[config.mk]
export PLATFORM = sky130hd
export DESIGN_NAME = regbank_scoreboard_flat
export DESIGN_NICKNAME = d
export VERILOG_FILES = /design/src/rtl/regbank_scoreboard_if.sv /design/src/rtl/regbank_scoreboard.sv /design/src/flat_wrapper.sv
export SDC_FILE = /design/constraint.sdc
export NUM_CORES = 2
export LEC_CHECK = 0
export CORE_MARGIN = 2
export CORE_UTILIZATION = 49
export CTS_CLUSTER_DIAMETER = 200
export DETAILED_ROUTE_END_ITERATION = 10
export PLACE_DENSITY = 0.73
export RECOVER_POWER = 25
export SETUP_SLACK_MARGIN = 0.4
export SYNTH_ARGS = -nofsm -noshare
export SYNTH_HDL_FRONTEND = slang
export SYNTH_SLANG_ARGS = --single-unit
[constraint.sdc]
create_clock -name clk -period 19.7 [get_ports clk]
set_input_delay 1.97 -clock clk [delete_from_list [all_inputs] [get_ports clk]]
set_output_delay 1.97 -clock clk [all_outputs]
set_load 0.03 [all_outputs]
[src/rtl/regbank_scoreboard_if.sv]
// Decode/write-back side bundle of the register bank: read ports, write-back,
// load-issue scoreboard controls and hazard/status outputs.
interface regbank_scoreboard_if #(
    parameter int DATA_W = 32,
    parameter int NREGS  = 16
);
    localparam int ADDR_W = $clog2(NREGS);

    logic                get_regs;
    logic [ADDR_W-1:0]   addr_a;
    logic [ADDR_W-1:0]   addr_b;
    logic [DATA_W-1:0]   data_a;
    logic [DATA_W-1:0]   data_b;
    logic                wb_valid;
    logic [ADDR_W-1:0]   wb_addr;
    logic [DATA_W-1:0]   wb_data;
    logic [1:0]          wb_mode;
    logic                wb_clr_pend;
    logic                pend_set;
    logic [ADDR_W-1:0]   pend_addr;
    logic                hazard_a;
    logic                hazard_b;
    logic [NREGS-1:0]    pend_mask;
    logic                err_dbl_pend;

    modport master (
        output get_regs, addr_a, addr_b, wb_valid, wb_addr, wb_data, wb_mode,
               wb_clr_pend, pend_set, pend_addr,
        input  data_a, data_b, hazard_a, hazard_b, pend_mask, err_dbl_pend
    );

    modport slave (
        input  get_regs, addr_a, addr_b, wb_valid, wb_addr, wb_data, wb_mode,
               wb_clr_pend, pend_set, pend_addr,
        output data_a, data_b, hazard_a, hazard_b, pend_mask, err_dbl_pend
    );
endinterface

[src/rtl/regbank_scoreboard.sv]
// Register bank with two registered read ports, half-word write-back with
// same-cycle forwarding, and a per-register pending-load scoreboard.
module regbank_scoreboard #(
    parameter int DATA_W   = 32,
    parameter int NREGS    = 16,
    parameter int ZERO_REG = 1
) (
    input  logic                 clk,
    input  logic                 reset,
    regbank_scoreboard_if.slave  bus
);
    localparam int ADDR_W  = $clog2(NREGS);
    localparam int HALF_W  = DATA_W / 2;
    localparam int NPORTS  = 2;

    logic [NREGS-1:0][DATA_W-1:0]  regs;
    logic [NREGS-1:0]              pend;
    logic [NREGS-1:0]              pend_next;
    logic                          err_dbl;
    logic [DATA_W-1:0]             merged;
    logic                          wr_en;
    logic                          clr_en;
    logic                          set_en;
    logic                          dbl_hit;
    logic                          wb_is_zero;
    logic                          pend_is_zero;

    logic [NPORTS-1:0][ADDR_W-1:0] rd_addr;
    logic [NPORTS-1:0][DATA_W-1:0] rd_data;
    logic [NPORTS-1:0]             rd_hazard;

    assign wb_is_zero   = (ZERO_REG != 0) && (bus.wb_addr == '0);
    assign pend_is_zero = (ZERO_REG != 0) && (bus.pend_addr == '0);

    assign wr_en  = bus.wb_valid && (bus.wb_mode != 2'b11) && !wb_is_zero;
    assign clr_en = bus.wb_valid && bus.wb_clr_pend;
    assign set_en = bus.pend_set && !pend_is_zero;

    // Post-write word: the new half is always taken from the low half of wb_data.
    always_comb begin
        merged = regs[bus.wb_addr];
        case (bus.wb_mode)
            2'b00:   merged = bus.wb_data;
            2'b01:   merged[DATA_W-1:HALF_W] = bus.wb_data[HALF_W-1:0];
            2'b10:   merged[HALF_W-1:0]      = bus.wb_data[HALF_W-1:0];
            default: merged = regs[bus.wb_addr];
        endcase
    end

    always_ff @(posedge clk or posedge reset) begin
        if (reset)
            regs <= '0;
        else if (wr_en)
            regs[bus.wb_addr] <= merged;
    end

    // Clear first, then set, so a new load issued on the returning register wins.
    always_comb begin
        pend_next = pend;
        if (clr_en)
            pend_next[bus.wb_addr] = 1'b0;
        if (set_en)
            pend_next[bus.pend_addr] = 1'b1;
    end

    assign dbl_hit = set_en && pend[bus.pend_addr] &&
                     !(clr_en && (bus.wb_addr == bus.pend_addr));

    always_ff @(posedge clk or posedge reset) begin
        if (reset) begin
            pend    <= '0;
            err_dbl <= 1'b0;
        end else begin
            pend <= pend_next;
            if (dbl_hit)
                err_dbl <= 1'b1;
        end
    end

    assign rd_addr = {bus.addr_b, bus.addr_a};

    for (genvar p = 0; p < NPORTS; p++) begin : g_port
        logic rd_zero;
        logic rd_fwd;

        assign rd_zero = (ZERO_REG != 0) && (rd_addr[p] == '0);
        assign rd_fwd  = wr_en && (bus.wb_addr == rd_addr[p]);

        always_ff @(posedge clk or posedge reset) begin
            if (reset)
                rd_data[p] <= '0;
            else if (bus.get_regs) begin
                if (rd_zero)
                    rd_data[p] <= '0;
                else if (rd_fwd)
                    rd_data[p] <= merged;
                else
                    rd_data[p] <= regs[rd_addr[p]];
            end
        end

        // A load returning this cycle resolves the hazard; a same-cycle issue does not raise it.
        assign rd_hazard[p] = pend[rd_addr[p]] &&
                              !(clr_en && (bus.wb_addr == rd_addr[p])) &&
                              !rd_zero;
    end

    assign bus.data_a       = rd_data[0];
    assign bus.data_b       = rd_data[1];
    assign bus.hazard_a     = rd_hazard[0];
    assign bus.hazard_b     = rd_hazard[1];
    assign bus.pend_mask    = pend;
    assign bus.err_dbl_pend = err_dbl;
endmodule

[src/flat_wrapper.sv]
// flat-port wrapper written by rule: the top's interface ports become plain ports
module regbank_scoreboard_flat 
#(
    parameter int DATA_W   = 32,
    parameter int NREGS    = 16,
    parameter int ZERO_REG = 1
)
  (clk, reset, bus_get_regs, bus_addr_a, bus_addr_b, bus_wb_valid, bus_wb_addr, bus_wb_data, bus_wb_mode, bus_wb_clr_pend, bus_pend_set, bus_pend_addr, bus_data_a, bus_data_b, bus_hazard_a, bus_hazard_b, bus_pend_mask, bus_err_dbl_pend);
  regbank_scoreboard_if #(.DATA_W(DATA_W), .NREGS(NREGS)) bus_i ();
  input  logic clk;
  input  logic reset;
  input wire logic [$bits(bus_i.get_regs)-1:0] bus_get_regs;
  input wire logic [$bits(bus_i.addr_a)-1:0] bus_addr_a;
  input wire logic [$bits(bus_i.addr_b)-1:0] bus_addr_b;
  input wire logic [$bits(bus_i.wb_valid)-1:0] bus_wb_valid;
  input wire logic [$bits(bus_i.wb_addr)-1:0] bus_wb_addr;
  input wire logic [$bits(bus_i.wb_data)-1:0] bus_wb_data;
  input wire logic [$bits(bus_i.wb_mode)-1:0] bus_wb_mode;
  input wire logic [$bits(bus_i.wb_clr_pend)-1:0] bus_wb_clr_pend;
  input wire logic [$bits(bus_i.pend_set)-1:0] bus_pend_set;
  input wire logic [$bits(bus_i.pend_addr)-1:0] bus_pend_addr;
  output wire logic [$bits(bus_i.data_a)-1:0] bus_data_a;
  output wire logic [$bits(bus_i.data_b)-1:0] bus_data_b;
  output wire logic [$bits(bus_i.hazard_a)-1:0] bus_hazard_a;
  output wire logic [$bits(bus_i.hazard_b)-1:0] bus_hazard_b;
  output wire logic [$bits(bus_i.pend_mask)-1:0] bus_pend_mask;
  output wire logic [$bits(bus_i.err_dbl_pend)-1:0] bus_err_dbl_pend;
  assign bus_i.get_regs = bus_get_regs;
  assign bus_i.addr_a = bus_addr_a;
  assign bus_i.addr_b = bus_addr_b;
  assign bus_i.wb_valid = bus_wb_valid;
  assign bus_i.wb_addr = bus_wb_addr;
  assign bus_i.wb_data = bus_wb_data;
  assign bus_i.wb_mode = bus_wb_mode;
  assign bus_i.wb_clr_pend = bus_wb_clr_pend;
  assign bus_i.pend_set = bus_pend_set;
  assign bus_i.pend_addr = bus_pend_addr;
  assign bus_data_a = bus_i.data_a;
  assign bus_data_b = bus_i.data_b;
  assign bus_hazard_a = bus_i.hazard_a;
  assign bus_hazard_b = bus_i.hazard_b;
  assign bus_pend_mask = bus_i.pend_mask;
  assign bus_err_dbl_pend = bus_i.err_dbl_pend;
  regbank_scoreboard #(.DATA_W(DATA_W), .NREGS(NREGS), .ZERO_REG(ZERO_REG)) u_core (.clk(clk), .reset(reset), .bus(bus_i));
endmodule
==> impl_metrics.csv <==
group,metric,value,unit
status,outcome,"finished with violations",
status,failed_checks,"capacitance limit, slew limit",
worst_setup_path,critPathLaunchType,"input pin",
timing,achievable-frequency,0.09940,GHz
timing,setup_viol,0,
worst_hold_path,min-delay-start,"u_core.regs[9]",
yosys,synth_area_leaders,"sky130_fd_sc_hd__dfrtp_1 41%, sky130_fd_sc_hd__mux2i_1 14%, sky130_fd_sc_hd__mux2_2 13%",
power_and_ir_drop,pwr-share-seq,41.8,%
timing,timing.final.hold_violations,0,
run,max-cap-violations,5,
clocking,cts-resized-gates,0,
worst_hold_path,hold-path-cell-count,0,
route,wl,122300,um
worst_setup_path,reg2reg_from,"u_core.regs[99]",
timing,slew_violations,295,
route,wl_met2,55070,um
worst_setup_path,critPathKind,"input pin to async pin",
route,wl_per_cell,30.67,um
route,via_count,28137,
power_and_ir_drop,power-per-cell-area,109.5,nW/um^2
worst_setup_path,crit-reg2reg-capture,"u_core.bus.data_a[3]",
route,routed.top_layer,"met5",
placement,post-dp-hpwl,73620,um
clocking,cts_made_buffers,67,
route,first_iter_violations,2979,
worst_setup_path,worst_r2r_path_depth,5,
power_and_ir_drop,sw_ratio,32.87,%
floorplanning,initial_utilization,49.67,%
timing,worst_margin_pin_slew,3887,ps
yosys,number_of_instances_in_the_synthesized_netlist,3013,
floorplanning,row_count,99,
floorplanning,die-height,276.4,um
clocking,sink_count,593,
yosys,syn_area,36360,um^2
worst_setup_path,timing.reg2reg.setup_slack,17160,ps
floorplanning,design.core.area,73210,um^2
yosys,yosys_most_used_dff,"sky130_fd_sc_hd__dfrtp_1",
route,drc,0,
global_routing,grt_pass1_wl,181900,um
worst_setup_path,timing.critical_path.arrival,10650,ps
clocking,clk_pin_slew,50,ps
route,ant_nets,0,
worst_setup_path,worst_path_largest_cell_delay,2800,ps
yosys,yosys.cell_types.count,56,
route,detailed_route_wirelength_on_metal3,14010,um
clocking,cts_max_level,3,
global_routing,gr-usage-all-layers,31.46,%
power_and_ir_drop,power.internal,0.002966,W
yosys,yosys.cell_count.top_type,"sky130_fd_sc_hd__dfrtp_1",
worst_hold_path,hp-class,"register to register",
power_and_ir_drop,power_consumption,0.004419,W
yosys,synthArstFlopShare,100.0,%
yosys,sequential_cell_area_fraction_in_the_yosys_report,40.81,%
power_and_ir_drop,irDropWorstVdd,0.07833,mV
worst_setup_path,cp.required,20290,ps
clocking,clock_path_buffers,3,
clocking,cts_hold_repair.buffers,0,
floorplanning,die_width,276.4,um
timing,setup-tns-final,0,ps
clocking,cts_setup_buffers,0,
yosys,synth_largest_type_area_fraction,40.81,%
worst_setup_path,critical-path-top-cell-by-count,"sky130_fd_sc_hd__buf_4",
global_routing,antenna_found_initial,1,
yosys,synth_top_cell_by_area,"sky130_fd_sc_hd__dfrtp_1",
yosys,synth_edf_count,0,
worst_setup_path,critical_path.max_fanout,86,
global_routing,grt_max_degree,135,
floorplanning,pin_count,139,
global_routing,global_route.overflow_total,0,
clocking,cts_tree,"yes",
worst_setup_path,cp_slowest_cell,"sky130_fd_sc_hd__clkbuf_1",
placement,port-buffer-count,138,
yosys,synth_nets,3069,
worst_setup_path,cp-end-kind,"async pin",
worst_setup_path,path_buf_inv,6,
finish,sequential_cell_area,14840,um^2
timing,post-route-period-util,51.07,%
finish,num-fill-cells,5940,
route,met1Wirelength,46310,um
clocking,clock-root-buffer,"sky130_fd_sc_hd__clkbuf_16",
timing,period_minus_slack,10060,ps
finish,area_of_the_multi_input_gates,20150,um^2
floorplanning,die-area,76410,um^2
finish,final_layout_size_suffix_gt1_share,28.22,%
power_and_ir_drop,portion_of_total_power_attributed_to_the_clock_network,29.9,%
yosys,synth_commonest_cells,"593 x sky130_fd_sc_hd__dfrtp_1, 518 x sky130_fd_sc_hd__mux2i_1, 416 x sky130_fd_sc_hd__mux2_2",
worst_setup_path,critical_path.cell_chain,"dlygate4sd3_1 -> clkinvlp_2 -> clkbuf_1 -> buf_4 -> buf_4 -> buf_4",
placement,gpl_congestion,0.8781,
power_and_ir_drop,power_frac_comb,28.3,%
finish,num_antenna_cells,0,
timing,unrepaired_setup_endpoints_after_global_routing,"no",
yosys,average_cell_area_after_synthesis,12.07,um^2
timing,clk_skew,39.65,ps
worst_hold_path,worst_hold_path.endpoint,"u_core.regs[9]",
power_and_ir_drop,power.switching,0.001452,W
finish,area_growth_syn_to_layout,10.97,%
route,viasPerCell,7.054,
worst_setup_path,crit_family,"buffers and inverters",
yosys,synth.yosys.warnings,0,
timing,maxSlewHeadroom,-159.1,%
yosys,ys_ff_latch,593,
global_routing,first_global_vias,28451,
route,dr.pass1.iters,6,
power_and_ir_drop,static-leakage-power,17.33,nW
clocking,clk-insertion-delay-late,630,ps
finish,finalNetCount,3039,
## power groups by stage
stage | clock [W] | sequential [W] | combinational, W
floorplan | 0 | 0.00181 | 0.000890
global placement | 0 | 0.00181 | 0.00119
detailed placement | 0 | 0.00185 | 0.00124
CTS | 0.00133 | 0.00183 | 0.00124
global route | 0.00138 | 0.00188 | 0.00133
finish | 0.00132 | 0.00185 | 0.00125
## registers in the layout, indices dropped and copies added (netlist names)
signal / count
u_core.bus.data_a: 32
u_core.bus.data_b: 32
u_core.bus.err_dbl_pend: 1
u_core.bus.pend_mask: 16
u_core.regs: 512
## logic make-up after synthesis
logic type                synth area share, %
muxes                                   37.92
DFF                                     40.81
AOI/OAI and AO/OA                       10.36
and+or+nand+nor                         6.530
buffers and inverters                   4.094
xor gates and xnor gates               0.2890
## layer usage
metal  track usage (%)  vias up
met5                 0        -
met4             16.87        2
met3             8.070      470
met2             48.58     1937
met1             40.78    14238
li1                  -    11490
## per-stage QoR
| stage | hold WS (ps) | worst slack, ps | cells | cell area (um^2) | util, % |
|---|---|---|---|---|---|
| 2_1_floorplan | 465.5 | 1134 | 3013 | 36360 | - |
| 3_3_place_gp | 402.6 | 12920 | 3872 | 38070 | 52.01 |
| 4_1_cts | 423.8 | 13420 | 3988 | 40370 | 55.14 |
| 5_1_grt | 439.7 | 8130 | 3989 | 40360 | 55.12 |
| 6_report | 425.4 | 9640 | 3989 | 40360 | 55.12 |
| 3_5_place_dp | 410.9 | 12790 | 3872 | 38070 | 52.01 |
## layout by cell type (no fill, tap or decap), types with 7 or more instances in the layout
cell,Yosys,routed
sky130_fd_sc_hd__a211oi_1,16,10
sky130_fd_sc_hd__a211oi_2,11,17
sky130_fd_sc_hd__a21oi_1,32,32
sky130_fd_sc_hd__a21oi_2,11,11
sky130_fd_sc_hd__a22o_1,49,49
sky130_fd_sc_hd__a22oi_1,64,64
sky130_fd_sc_hd__and3_1,7,7
sky130_fd_sc_hd__buf_4,25,61
sky130_fd_sc_hd__bufinv_16,0,8
sky130_fd_sc_hd__clkbuf_1,138,15
sky130_fd_sc_hd__clkbuf_16,0,67
sky130_fd_sc_hd__clkbuf_8,0,16
sky130_fd_sc_hd__clkdlybuf4s50_1,0,82
sky130_fd_sc_hd__dfrtp_1,593,593
sky130_fd_sc_hd__dlygate4sd3_1,0,42
sky130_fd_sc_hd__mux2_2,416,416
sky130_fd_sc_hd__mux2i_1,518,518
sky130_fd_sc_hd__mux4_2,174,174
sky130_fd_sc_hd__nand2_1,90,82
sky130_fd_sc_hd__nand2_2,0,8
sky130_fd_sc_hd__nand2b_1,61,57
sky130_fd_sc_hd__nand3_1,56,54
sky130_fd_sc_hd__nand3b_1,16,16
sky130_fd_sc_hd__nor2_1,86,84
sky130_fd_sc_hd__nor2_2,17,17
sky130_fd_sc_hd__nor2b_1,29,27
sky130_fd_sc_hd__nor3_1,59,57
sky130_fd_sc_hd__o21a_1,7,7
sky130_fd_sc_hd__o21ai_0,89,89
sky130_fd_sc_hd__o22ai_1,157,157
sky130_fd_sc_hd__o31ai_1,71,71
sky130_fd_sc_hd__o32ai_1,10,10
sky130_fd_sc_hd__o41ai_1,13,13
sky130_fd_sc_hd__xnor2_1,9,9
## worst max-delay path by stage
stage,startpoint,end,cells past startpoint
global route,reset,u_core.regs[212],6
finish,reset,u_core.regs[212],6
detailed placement,reset,u_core.regs[180],6
global placement,reset,u_core.regs[402],6
CTS,reset,u_core.regs[56],6
floorplan,reset,u_core.bus.data_a[0],1
## area by class of cell
type                            count  area share, %
Clock buffer                       94          4.803
Clock inverter                     22         0.8774
Inverter                            4        0.04031
Multi-Input combinational cell   2116          49.94
Sequential cell                   593          36.77
Tap cell                          959          2.973
Timing Repair Buffer              201          4.598
(Power assumes the default switching activity.)
